$ cat src/rtl/ex_muldiv_unit_if.sv
// Operand/result bundle between the ID/EX pipeline stage and the iterative
// M-extension unit. The pipeline side drives the ex_* signals; the unit drives md_*.
interface ex_muldiv_unit_if #(
    parameter int XLEN = 32
);
    logic            ex_md_en;
    logic [2:0]      ex_funct3;
    logic [XLEN-1:0] ex_op_a;
    logic [XLEN-1:0] ex_op_b;
    logic            ex_flush;
    logic [XLEN-1:0] md_result;
    logic            md_valid;
    logic            md_stall;

    modport master (
        output ex_md_en, ex_funct3, ex_op_a, ex_op_b, ex_flush,
        input  md_result, md_valid, md_stall
    );

    modport slave (
        input  ex_md_en, ex_funct3, ex_op_a, ex_op_b, ex_flush,
        output md_result, md_valid, md_stall
    );
endinterface

$ cat src/rtl/ex_muldiv_unit.sv
// Iterative radix-2 RV32M multiply/divide unit for the EX stage: 32 cycles of
// shift-add or restoring division, one-cycle special divide cases, stall while busy.
module ex_muldiv_unit #(
    parameter int XLEN = 32
) (
    input  logic             clk,
    input  logic             rst,
    ex_muldiv_unit_if.slave  bus
);
    localparam logic [1:0] S_IDLE = 2'd0;
    localparam logic [1:0] S_CALC = 2'd1;
    localparam logic [1:0] S_DONE = 2'd2;

    localparam logic [XLEN-1:0] INT_MIN = {1'b1, {(XLEN-1){1'b0}}};

    logic [1:0]      state_q, state_d;
    logic [4:0]      cnt_q, cnt_d;
    logic [2:0]      f3_q, f3_d;
    logic            neg_q, neg_d;
    logic [XLEN-1:0] hi_q, hi_d;    // product high half / partial remainder
    logic [XLEN-1:0] lo_q, lo_d;    // multiplier bits / dividend-then-quotient
    logic [XLEN-1:0] opb_q, opb_d;  // multiplicand / divisor magnitude
    logic [XLEN-1:0] result_q, result_d;

    // Operand decode for the instruction currently presented in EX
    logic            a_signed, b_signed, sign_a, sign_b, neg_in;
    logic [XLEN-1:0] a_mag, b_mag;
    logic            b_zero, div_ovf, special;
    logic [XLEN-1:0] special_res;

    always_comb begin
        a_signed = bus.ex_funct3[2] ? ~bus.ex_funct3[0] : (bus.ex_funct3 != 3'b011);
        b_signed = bus.ex_funct3[2] ? ~bus.ex_funct3[0] : ~bus.ex_funct3[1];
        sign_a   = a_signed & bus.ex_op_a[XLEN-1];
        sign_b   = b_signed & bus.ex_op_b[XLEN-1];
        a_mag    = sign_a ? ({XLEN{1'b0}} - bus.ex_op_a) : bus.ex_op_a;
        b_mag    = sign_b ? ({XLEN{1'b0}} - bus.ex_op_b) : bus.ex_op_b;
        // Remainder follows the dividend; everything else follows the XOR of signs
        neg_in   = (bus.ex_funct3[2] & bus.ex_funct3[1]) ? sign_a : (sign_a ^ sign_b);
        b_zero   = (bus.ex_op_b == {XLEN{1'b0}});
        div_ovf  = ~bus.ex_funct3[0] & (bus.ex_op_a == INT_MIN) & (bus.ex_op_b == {XLEN{1'b1}});
        special  = bus.ex_funct3[2] & (b_zero | div_ovf);
        if (b_zero)
            special_res = bus.ex_funct3[1] ? bus.ex_op_a : {XLEN{1'b1}};
        else
            special_res = bus.ex_funct3[1] ? {XLEN{1'b0}} : INT_MIN;
    end

    // One iteration of the datapath, shared by multiply and divide
    logic [XLEN:0]     mul_sum;
    logic [XLEN:0]     div_shift;
    logic [XLEN:0]     div_sub;
    logic              div_ge;
    logic [XLEN-1:0]   step_hi, step_lo;
    logic [2*XLEN-1:0] prod_fix;
    logic [XLEN-1:0]   quo_fix, rem_fix, fix_val;

    always_comb begin
        mul_sum   = {1'b0, hi_q} + (lo_q[0] ? {1'b0, opb_q} : {(XLEN+1){1'b0}});
        div_shift = {hi_q, lo_q[XLEN-1]};
        div_sub   = {1'b0, div_shift[XLEN-1:0]} - {1'b0, opb_q};
        // A set top bit already exceeds any 32-bit divisor; otherwise no borrow means >=
        div_ge    = div_shift[XLEN] | ~div_sub[XLEN];
        if (f3_q[2]) begin
            step_hi = div_ge ? div_sub[XLEN-1:0] : div_shift[XLEN-1:0];
            step_lo = {lo_q[XLEN-2:0], div_ge};
        end else begin
            step_hi = mul_sum[XLEN:1];
            step_lo = {mul_sum[0], lo_q[XLEN-1:1]};
        end
        prod_fix = neg_q ? ({(2*XLEN){1'b0}} - {step_hi, step_lo}) : {step_hi, step_lo};
        quo_fix  = neg_q ? ({XLEN{1'b0}} - step_lo) : step_lo;
        rem_fix  = neg_q ? ({XLEN{1'b0}} - step_hi) : step_hi;
        case (f3_q)
            3'b000:                 fix_val = prod_fix[XLEN-1:0];
            3'b001, 3'b010, 3'b011: fix_val = prod_fix[2*XLEN-1:XLEN];
            3'b100, 3'b101:         fix_val = quo_fix;
            default:                fix_val = rem_fix;
        endcase
    end

    always_comb begin
        state_d  = state_q;
        cnt_d    = cnt_q;
        f3_d     = f3_q;
        neg_d    = neg_q;
        hi_d     = hi_q;
        lo_d     = lo_q;
        opb_d    = opb_q;
        result_d = result_q;
        if (bus.ex_flush) begin
            state_d = S_IDLE;
        end else begin
            case (state_q)
                S_IDLE: begin
                    if (bus.ex_md_en) begin
                        f3_d  = bus.ex_funct3;
                        neg_d = neg_in;
                        hi_d  = {XLEN{1'b0}};
                        lo_d  = bus.ex_funct3[2] ? a_mag : b_mag;
                        opb_d = bus.ex_funct3[2] ? b_mag : a_mag;
                        if (special) begin
                            result_d = special_res;
                            state_d  = S_DONE;
                        end else begin
                            cnt_d   = 5'd31;
                            state_d = S_CALC;
                        end
                    end
                end
                S_CALC: begin
                    hi_d  = step_hi;
                    lo_d  = step_lo;
                    cnt_d = cnt_q - 5'd1;
                    if (cnt_q == 5'd0) begin
                        result_d = fix_val;
                        state_d  = S_DONE;
                    end
                end
                default: state_d = S_IDLE;
            endcase
        end
    end

    always_ff @(posedge clk) begin
        if (rst) begin
            state_q  <= S_IDLE;
            cnt_q    <= 5'd0;
            f3_q     <= 3'b000;
            neg_q    <= 1'b0;
            hi_q     <= {XLEN{1'b0}};
            lo_q     <= {XLEN{1'b0}};
            opb_q    <= {XLEN{1'b0}};
            result_q <= {XLEN{1'b0}};
        end else begin
            state_q  <= state_d;
            cnt_q    <= cnt_d;
            f3_q     <= f3_d;
            neg_q    <= neg_d;
            hi_q     <= hi_d;
            lo_q     <= lo_d;
            opb_q    <= opb_d;
            result_q <= result_d;
        end
    end

    assign bus.md_result = result_q;
    assign bus.md_valid  = (state_q == S_DONE);
    assign bus.md_stall  = bus.ex_md_en & ~bus.ex_flush & (state_q != S_DONE);
endmodule

$ cat src/flat_wrapper.sv
// flat-port wrapper written by rule: the top's interface ports become plain ports
module ex_muldiv_unit_flat 
#(
    parameter int XLEN = 32
)
  (clk, rst, bus_ex_md_en, bus_ex_funct3, bus_ex_op_a, bus_ex_op_b, bus_ex_flush, bus_md_result, bus_md_valid, bus_md_stall);
  ex_muldiv_unit_if #(.XLEN(XLEN)) bus_i ();
  input  logic clk;
  input  logic rst;
  input wire logic [$bits(bus_i.ex_md_en)-1:0] bus_ex_md_en;
  input wire logic [$bits(bus_i.ex_funct3)-1:0] bus_ex_funct3;
  input wire logic [$bits(bus_i.ex_op_a)-1:0] bus_ex_op_a;
  input wire logic [$bits(bus_i.ex_op_b)-1:0] bus_ex_op_b;
  input wire logic [$bits(bus_i.ex_flush)-1:0] bus_ex_flush;
  output wire logic [$bits(bus_i.md_result)-1:0] bus_md_result;
  output wire logic [$bits(bus_i.md_valid)-1:0] bus_md_valid;
  output wire logic [$bits(bus_i.md_stall)-1:0] bus_md_stall;
  assign bus_i.ex_md_en = bus_ex_md_en;
  assign bus_i.ex_funct3 = bus_ex_funct3;
  assign bus_i.ex_op_a = bus_ex_op_a;
  assign bus_i.ex_op_b = bus_ex_op_b;
  assign bus_i.ex_flush = bus_ex_flush;
  assign bus_md_result = bus_i.md_result;
  assign bus_md_valid = bus_i.md_valid;
  assign bus_md_stall = bus_i.md_stall;
  ex_muldiv_unit #(.XLEN(XLEN)) u_core (.clk(clk), .rst(rst), .bus(bus_i));
endmodule
$ cat config.mk
export PLATFORM = sky130hd
export DESIGN_NAME = ex_muldiv_unit_flat
export DESIGN_NICKNAME = d
export VERILOG_FILES = /design/src/rtl/ex_muldiv_unit_if.sv /design/src/rtl/ex_muldiv_unit.sv /design/src/flat_wrapper.sv
export SDC_FILE = /design/constraint.sdc
export NUM_CORES = 1
export LEC_CHECK = 0
export CORE_UTILIZATION = 60
export DETAILED_ROUTE_END_ITERATION = 16
export HOLD_SLACK_MARGIN = 0.05
export PLACE_DENSITY = 0.85
export SLEW_MARGIN = 20
export SYNTH_ARGS = -nofsm -noshare
export SYNTH_HDL_FRONTEND = slang
export SYNTH_SLANG_ARGS = --single-unit
$ cat constraint.sdc
create_clock -name clk -period 6.9 [get_ports clk]
set_clock_uncertainty 0.1 [all_clocks]
set_input_delay 1.38 -clock clk [delete_from_list [all_inputs] [get_ports clk]]
set_output_delay 1.38 -clock clk [all_outputs]
set_load 0.1 [all_outputs]
-- Yosys cells after proc, flatten, opt, wreduce, memory -nomap -nowiden
Cells that the tools add are included.
- add/subtract/negate cells: 8
- equal/unequal tests: 15
- mux-type cells: 33
- bitwise gates (word level): 15
- reductions and logical operators: 13
- operators by type and width (operator ; number):
    $mux 32 ; 18
    $pmux 32 s2 ; 3
    $sub 1x32->32 const A ; 4
    $pmux 32 s3 ; 1
    $eq 32x32->1 const B ; 2
    $mux 64 ; 1
    $sub 1x64->64 const A ; 1
    $add 32x33->33 ; 1
    $sub 32x32->33 ; 1
    $logic_not 32->1 ; 1
    $mux 5 ; 2
    $pmux 5 s2 ; 1
    $and 1x1->1 ; 8
    $eq 3x2->1 const B ; 2
    $eq 3x3->1 const B ; 2
    $mux 2 ; 3
    $ne 2x2->1 const B ; 3
    $reduce_and 3->1 ; 2
    $logic_not 5->1 ; 1
    $reduce_and 5->1 ; 1
    $sub 5x1->5 const B ; 1
    $ne 2x1->1 const B ; 2
    $not 1->1 ; 4
    $pmux 2 s2 ; 1
    14 further kinds ; 18
- flip-flop bits (word level): 139
- input port bits: 71
- output and inout port bits: 34
- logic and storage cells: 92

-- Depth between registers and ports, before layout
- word-level depth: 10
- mapped depth: 24
- depth with buffers taken out: 22

-- Worst setup path after synthesis
No wires, ideal clock.
- path type: register to register
- start: register u_core.lo_q[31]
- end: register u_core.result_q[22] (netlist: u_core.bus.md_result[22])
- setup time: 0.133 ns
- arrival time: 4.996 ns
- data required time: 6.667 ns
- setup slack: 1.671 ns
- cell stages (with the launch flop): 25
- buffers on the path: 3
- period minus slack after synthesis: 5.229 ns
- cell sequence: dfxtp_1 inv_1 ha_1 fa_1 nand2b_1 a21oi_2 o21ai_1 a21bo_1 buf_6 a31oi_4 buf_2 clkbuf_1 o31ai_1 inv_1 ha_1 inv_1 a2111oi_0 nand4_1 or4_4 or2_4 nand3b_4 o21a_1 o22ai_1 a21o_1 a311oi_2
- word-level cells in the longest chain between the ends: 10
- elaborated cells on any way between the ends: 15
- those cells by class: add/sub: 4; mux: 9; bitwise: 2
- ends and longest elaborated chain (item ; RTL line ; source):
    start, declared ; ex_muldiv_unit.sv:21 ; logic [XLEN-1:0] lo_q, lo_d;
    start signal, assigned ; ex_muldiv_unit.sv:132 ; lo_q <= {XLEN{1'b0}};
    start signal, assigned ; ex_muldiv_unit.sv:141 ; lo_q <= lo_d;
    $sub 32x32->33 ; ex_muldiv_unit.sv:61 ; div_sub = {1'b0, div_shift[XLEN-1:0]} - {1'b0, opb_q};
    $not 1->1 ; ex_muldiv_unit.sv:63 ; div_ge = div_shift[XLEN] | ~div_sub[XLEN];
    $or 1x1->1 ; ex_muldiv_unit.sv:63 ;
    $mux 32 ; ex_muldiv_unit.sv:65 ; step_hi = div_ge ? div_sub[XLEN-1:0] : div_shift[XLEN-1:0];
    $mux 32 ; ex_muldiv_unit.sv:64 ; if (f3_q[2]) begin
    $sub 1x64->64 or $sub 1x32->32 (tied branches) ; ex_muldiv_unit.sv:71, ex_muldiv_unit.sv:73 ;
    $mux 64 or $mux 32 (tied branches) ; ex_muldiv_unit.sv:71, ex_muldiv_unit.sv:73 ;
    $pmux 32 s3 * ; ex_muldiv_unit.sv:74 ; case (f3_q)
    $mux 32 * ; ex_muldiv_unit.sv:115 ; if (cnt_q == 5'd0) begin
    $pmux 32 s2 * ; ex_muldiv_unit.sv:94 ; case (state_q)
    end signal, assigned ; ex_muldiv_unit.sv:134 ; result_q <= {XLEN{1'b0}};
    end signal, assigned ; ex_muldiv_unit.sv:143 ; result_q <= result_d;
    end, declared ; ex_muldiv_unit.sv:23 ; logic [XLEN-1:0] result_q, result_d;
Mark *: on every way between the ends. The rest lies on a longest branch, timed or not. The select of a mux whose other input is x is not followed.
A chain may end at the register's enable or synchronous reset.

-- Worst setup path after layout
Ends and elaborated chain as after synthesis.

==> results_dict.tcl <==
set metrics [dict create \
    cp.depth 21 \
    syn-num-nets 2390 \
    worstHoldStart "u_core.bus.md_result[1]" \
    worst_pin_slew_ns 1.13 \
    cts.clk_slew.worst_paths_ns 0.07 \
    place_area_mm2 0.0168 \
    detail_route.wl_per_cell_um 24.8 \
    slowest_stage "or4_4" \
    place_congestion 1.09 \
    cellPowerDensity_mw_per_mm2 164 \
    cts_resized 0 \
    routed.top_layer "met5" \
    syn_to_final_growth_pct 10.7 \
    critical_path.most_common_cell "inv_1" \
    setup.worst_path.start "u_core.lo_q[31]" \
    io_pins 105 \
    drt-total-wl_um 64300 \
    cts-hold-fix-buffers 0 \
    max-slew-margin-rel 0.244 \
    setup-tns-final_ns 0 \
    n_fill_cell 2253 \
    timing.rr.start "u_core.lo_q[31]" \
    ys_types 99 \
    r2r_slack_ns 1.04 \
    dieArea_mm2 0.0268 \
    grt_overflow 0 \
    cts_sinks 139 \
    seq_area_frac_synth 0.177 \
    final_common_cell "nor2_1" \
    syn_area_mm2 0.0157 \
    post-route-min-period_ns 5.86 \
    num_rows 58 \
    synth.ff_latch_count 139 \
    postCtsSetupRepairBufs 0 \
    cp_cell_sequence "inv_1 > ha_1 > fa_1 > nand2b_1 > a21oi_2 > o21ai_1 > a21bo_1 > a311oi_1 > a211oi_1 > inv_1 > ha_1 > inv_1 > a2111oi_0 > nand4_1 > or4_4 > or2_4 > nand3b_4 > o21a_1 > o22ai_1 > a21o_1 > a311oi_2" \
    syn_area_per_cell_um2 6.98 \
    drc 0 \
    yosysTopAreaCellShare 0.177 \
    status "finished clean" \
    root_buffer "clkbuf_16" \
    arrival_ns 6.02 \
    power_mw 2.84 \
    met3WireLength_um 7370 \
    yosysWarnings 0 \
    hpwl_um 49300 \
    initial_core_util 0.618 \
    grt_max_degree 90 \
    drv_slew 0 \
    clk_path_buf_depth 2 \
    synthTopCellsByArea "dfxtp_1 (18%), nor2_1 (6.6%), xnor2_1 (5.8%)" \
    wl_met1_um 23700 \
    nNetsFinal 2393 \
    htreeDepth 4 \
    vdd_ir_drop_max_v 0.000176 \
    critPathCaptureType "register" \
    cp_top_family "compound AO/OA/AOI/OAI gates" \
    postRouteAntennaNets 0 \
    track_usage 0.475 \
    wl_met2_um 27900 \
    antenna_found_initial 2 \
    critPathLaunchType "register" \
    drive_gt1_frac 0.0637 \
    synthArstFlopShare 0 \
    hold_viol_final 0 \
    grt_pass1_wl_um 96800 \
    fmax_ghz 0.171 \
    vias_per_cell 7.05 \
    reg2reg_depth 21 \
    die_h_um 164 \
    cpPeakStageDelay_ns 0.52 \
    finalCritPeriodShare 0.849 \
    vias 18300 \
    hold_depth 2 \
    finalSetupViolations 0 \
    yosysTopAreaCell "dfxtp_1" \
    synth_cells 2246 \
    worstPathRequired_ns 7.07 \
    rsz0062_at_grt "false" \
    numPortBuffers 104 \
    die_w_um 164 \
    crit_buf_inv 3 \
    drtPass1Iterations 8 \
    setup.worst_path.class "register to register" \
    grt_pass1_vias 16500 \
    stdcell_area_mm2 0.0174 \
    cts_tree "yes" \
    min_path_type "register to register" \
    cap_violations 0 \
    synth_edf_count 0 \
    clock_latency_ns 0.44 \
    numCtsBuffers 17 \
    drt_iter0_drc 2865 \
    p_leak_nw 6.50 \
    synthFlopType "dfxtp_1" \
    design.core.area_mm2 0.0254 \
    cp_max_fo 9 \
    layout_common_cells "nor2_1 (275), nand2_1 (238), a21oi_1 (178)" \
]
-- registers in the layout, indices dropped and copies added (netlist names) --
register / flops
u_core.bus.md_result: 32
u_core.neg_q: 1
u_core.f3_q: 3
u_core.opb_q: 32
u_core.hi_q: 32
u_core.cnt_q: 5
u_core.lo_q: 32
u_core.state_q: 2
-- worst paths after layout --
check / to
setup / recovery: u_core.bus.md_result[22]
hold / removal: u_core.bus.md_result[1]
setup reg to reg: u_core.bus.md_result[22]
hold reg to reg: u_core.bus.md_result[1]
-- synth_stat cells (all sizes together) (25+ instances only) --
cell    count
a211oi     66
a21o       28
a21oi     183
a22oi      34
a311oi     25
a31oi      35
and2       51
buf        29
clkbuf    117
dfxtp     139
ha         71
inv        72
mux2i      35
nand2     239
nand2b     39
nand3      35
nor2      277
nor3       58
o211ai     45
o21ai     156
o31ai      37
xnor2     103
xor2       65
-- power by group --
| group | internal (mW) | leakage [nW] | switching [mW] |
|---|---|---|---|
| Combinational | 0.345 | 5.10 | 0.687 |
| Clock | 0.485 | 0.270 | 0.440 |
| Sequential | 0.838 | 1.13 | 0.0491 |
| Total | 1.67 | 6.50 | 1.18 |
-- kinds of logic (layout without fill, tap and decap cells) --
group                      after synthesis  count (layout)  share of synthesized area
AOI/OAI and AO/OA                      761             761                      0.328
xor gates and xnor gates               168             168                     0.0938
adders and majority gates               73              73                     0.0592
buffers and inverters                  220             236                     0.0556
DFF                                    139             139                      0.177
muxes                                   51              51                     0.0338
other                                    0               1                          0
and+or+nand+nor                        834             834                      0.252
-- per-stage QoR --
step                      setup WS, ns   util  cells  hold WS (ns)
after floorplan                   1.67      -   2246         0.340
after global placement            1.15  0.661   2560         0.350
after detailed placement          1.10  0.661   2560         0.359
after CTS                         1.23  0.683   2592         0.369
after global routing             0.685  0.683   2592         0.392
final                             1.04  0.683   2593         0.369
-- layer usage --
metal | up-vias | GRT usage
li1 | 8259 | -
met1 | 8436 | 0.570
met2 | 1253 | 0.746
met3 | 318 | 0.109
met4 | 4 | 0.339
met5 | - | 0
-- area by class of cell --
class / instances / area, µm² / share of cell area
flip-flops and latches: 139 / 2790 / 0.161
inverters: 74 / 278 / 0.0160
clock buffers: 18 / 439 / 0.0253
repair buffers: 130 / 1230 / 0.0708
clock inverters: 14 / 126 / 0.00728
well taps: 330 / 413 / 0.0238
multi-input cells: 1887 / 12100 / 0.696
diodes: 1 / 2.50 / 0.000144
-- worst reg2reg max path: stages (launching register included) --
cell and delay, ns:
dfxtp_1 0.43, inv_1 0.11, ha_1 0.22, fa_1 0.40, nand2b_1 0.20, a21oi_2 0.30
o21ai_1 0.20, a21bo_1 0.39, a311oi_1 0.48, a211oi_1 0.19, inv_1 0.15, ha_1 0.23
inv_1 0.07, a2111oi_0 0.38, nand4_1 0.23, or4_4 0.52, or2_4 0.31, nand3b_4 0.17
o21a_1 0.20, o22ai_1 0.15, a21o_1 0.18, a311oi_2 0.11
Note: power is estimated with default switching activity, not from simulation.
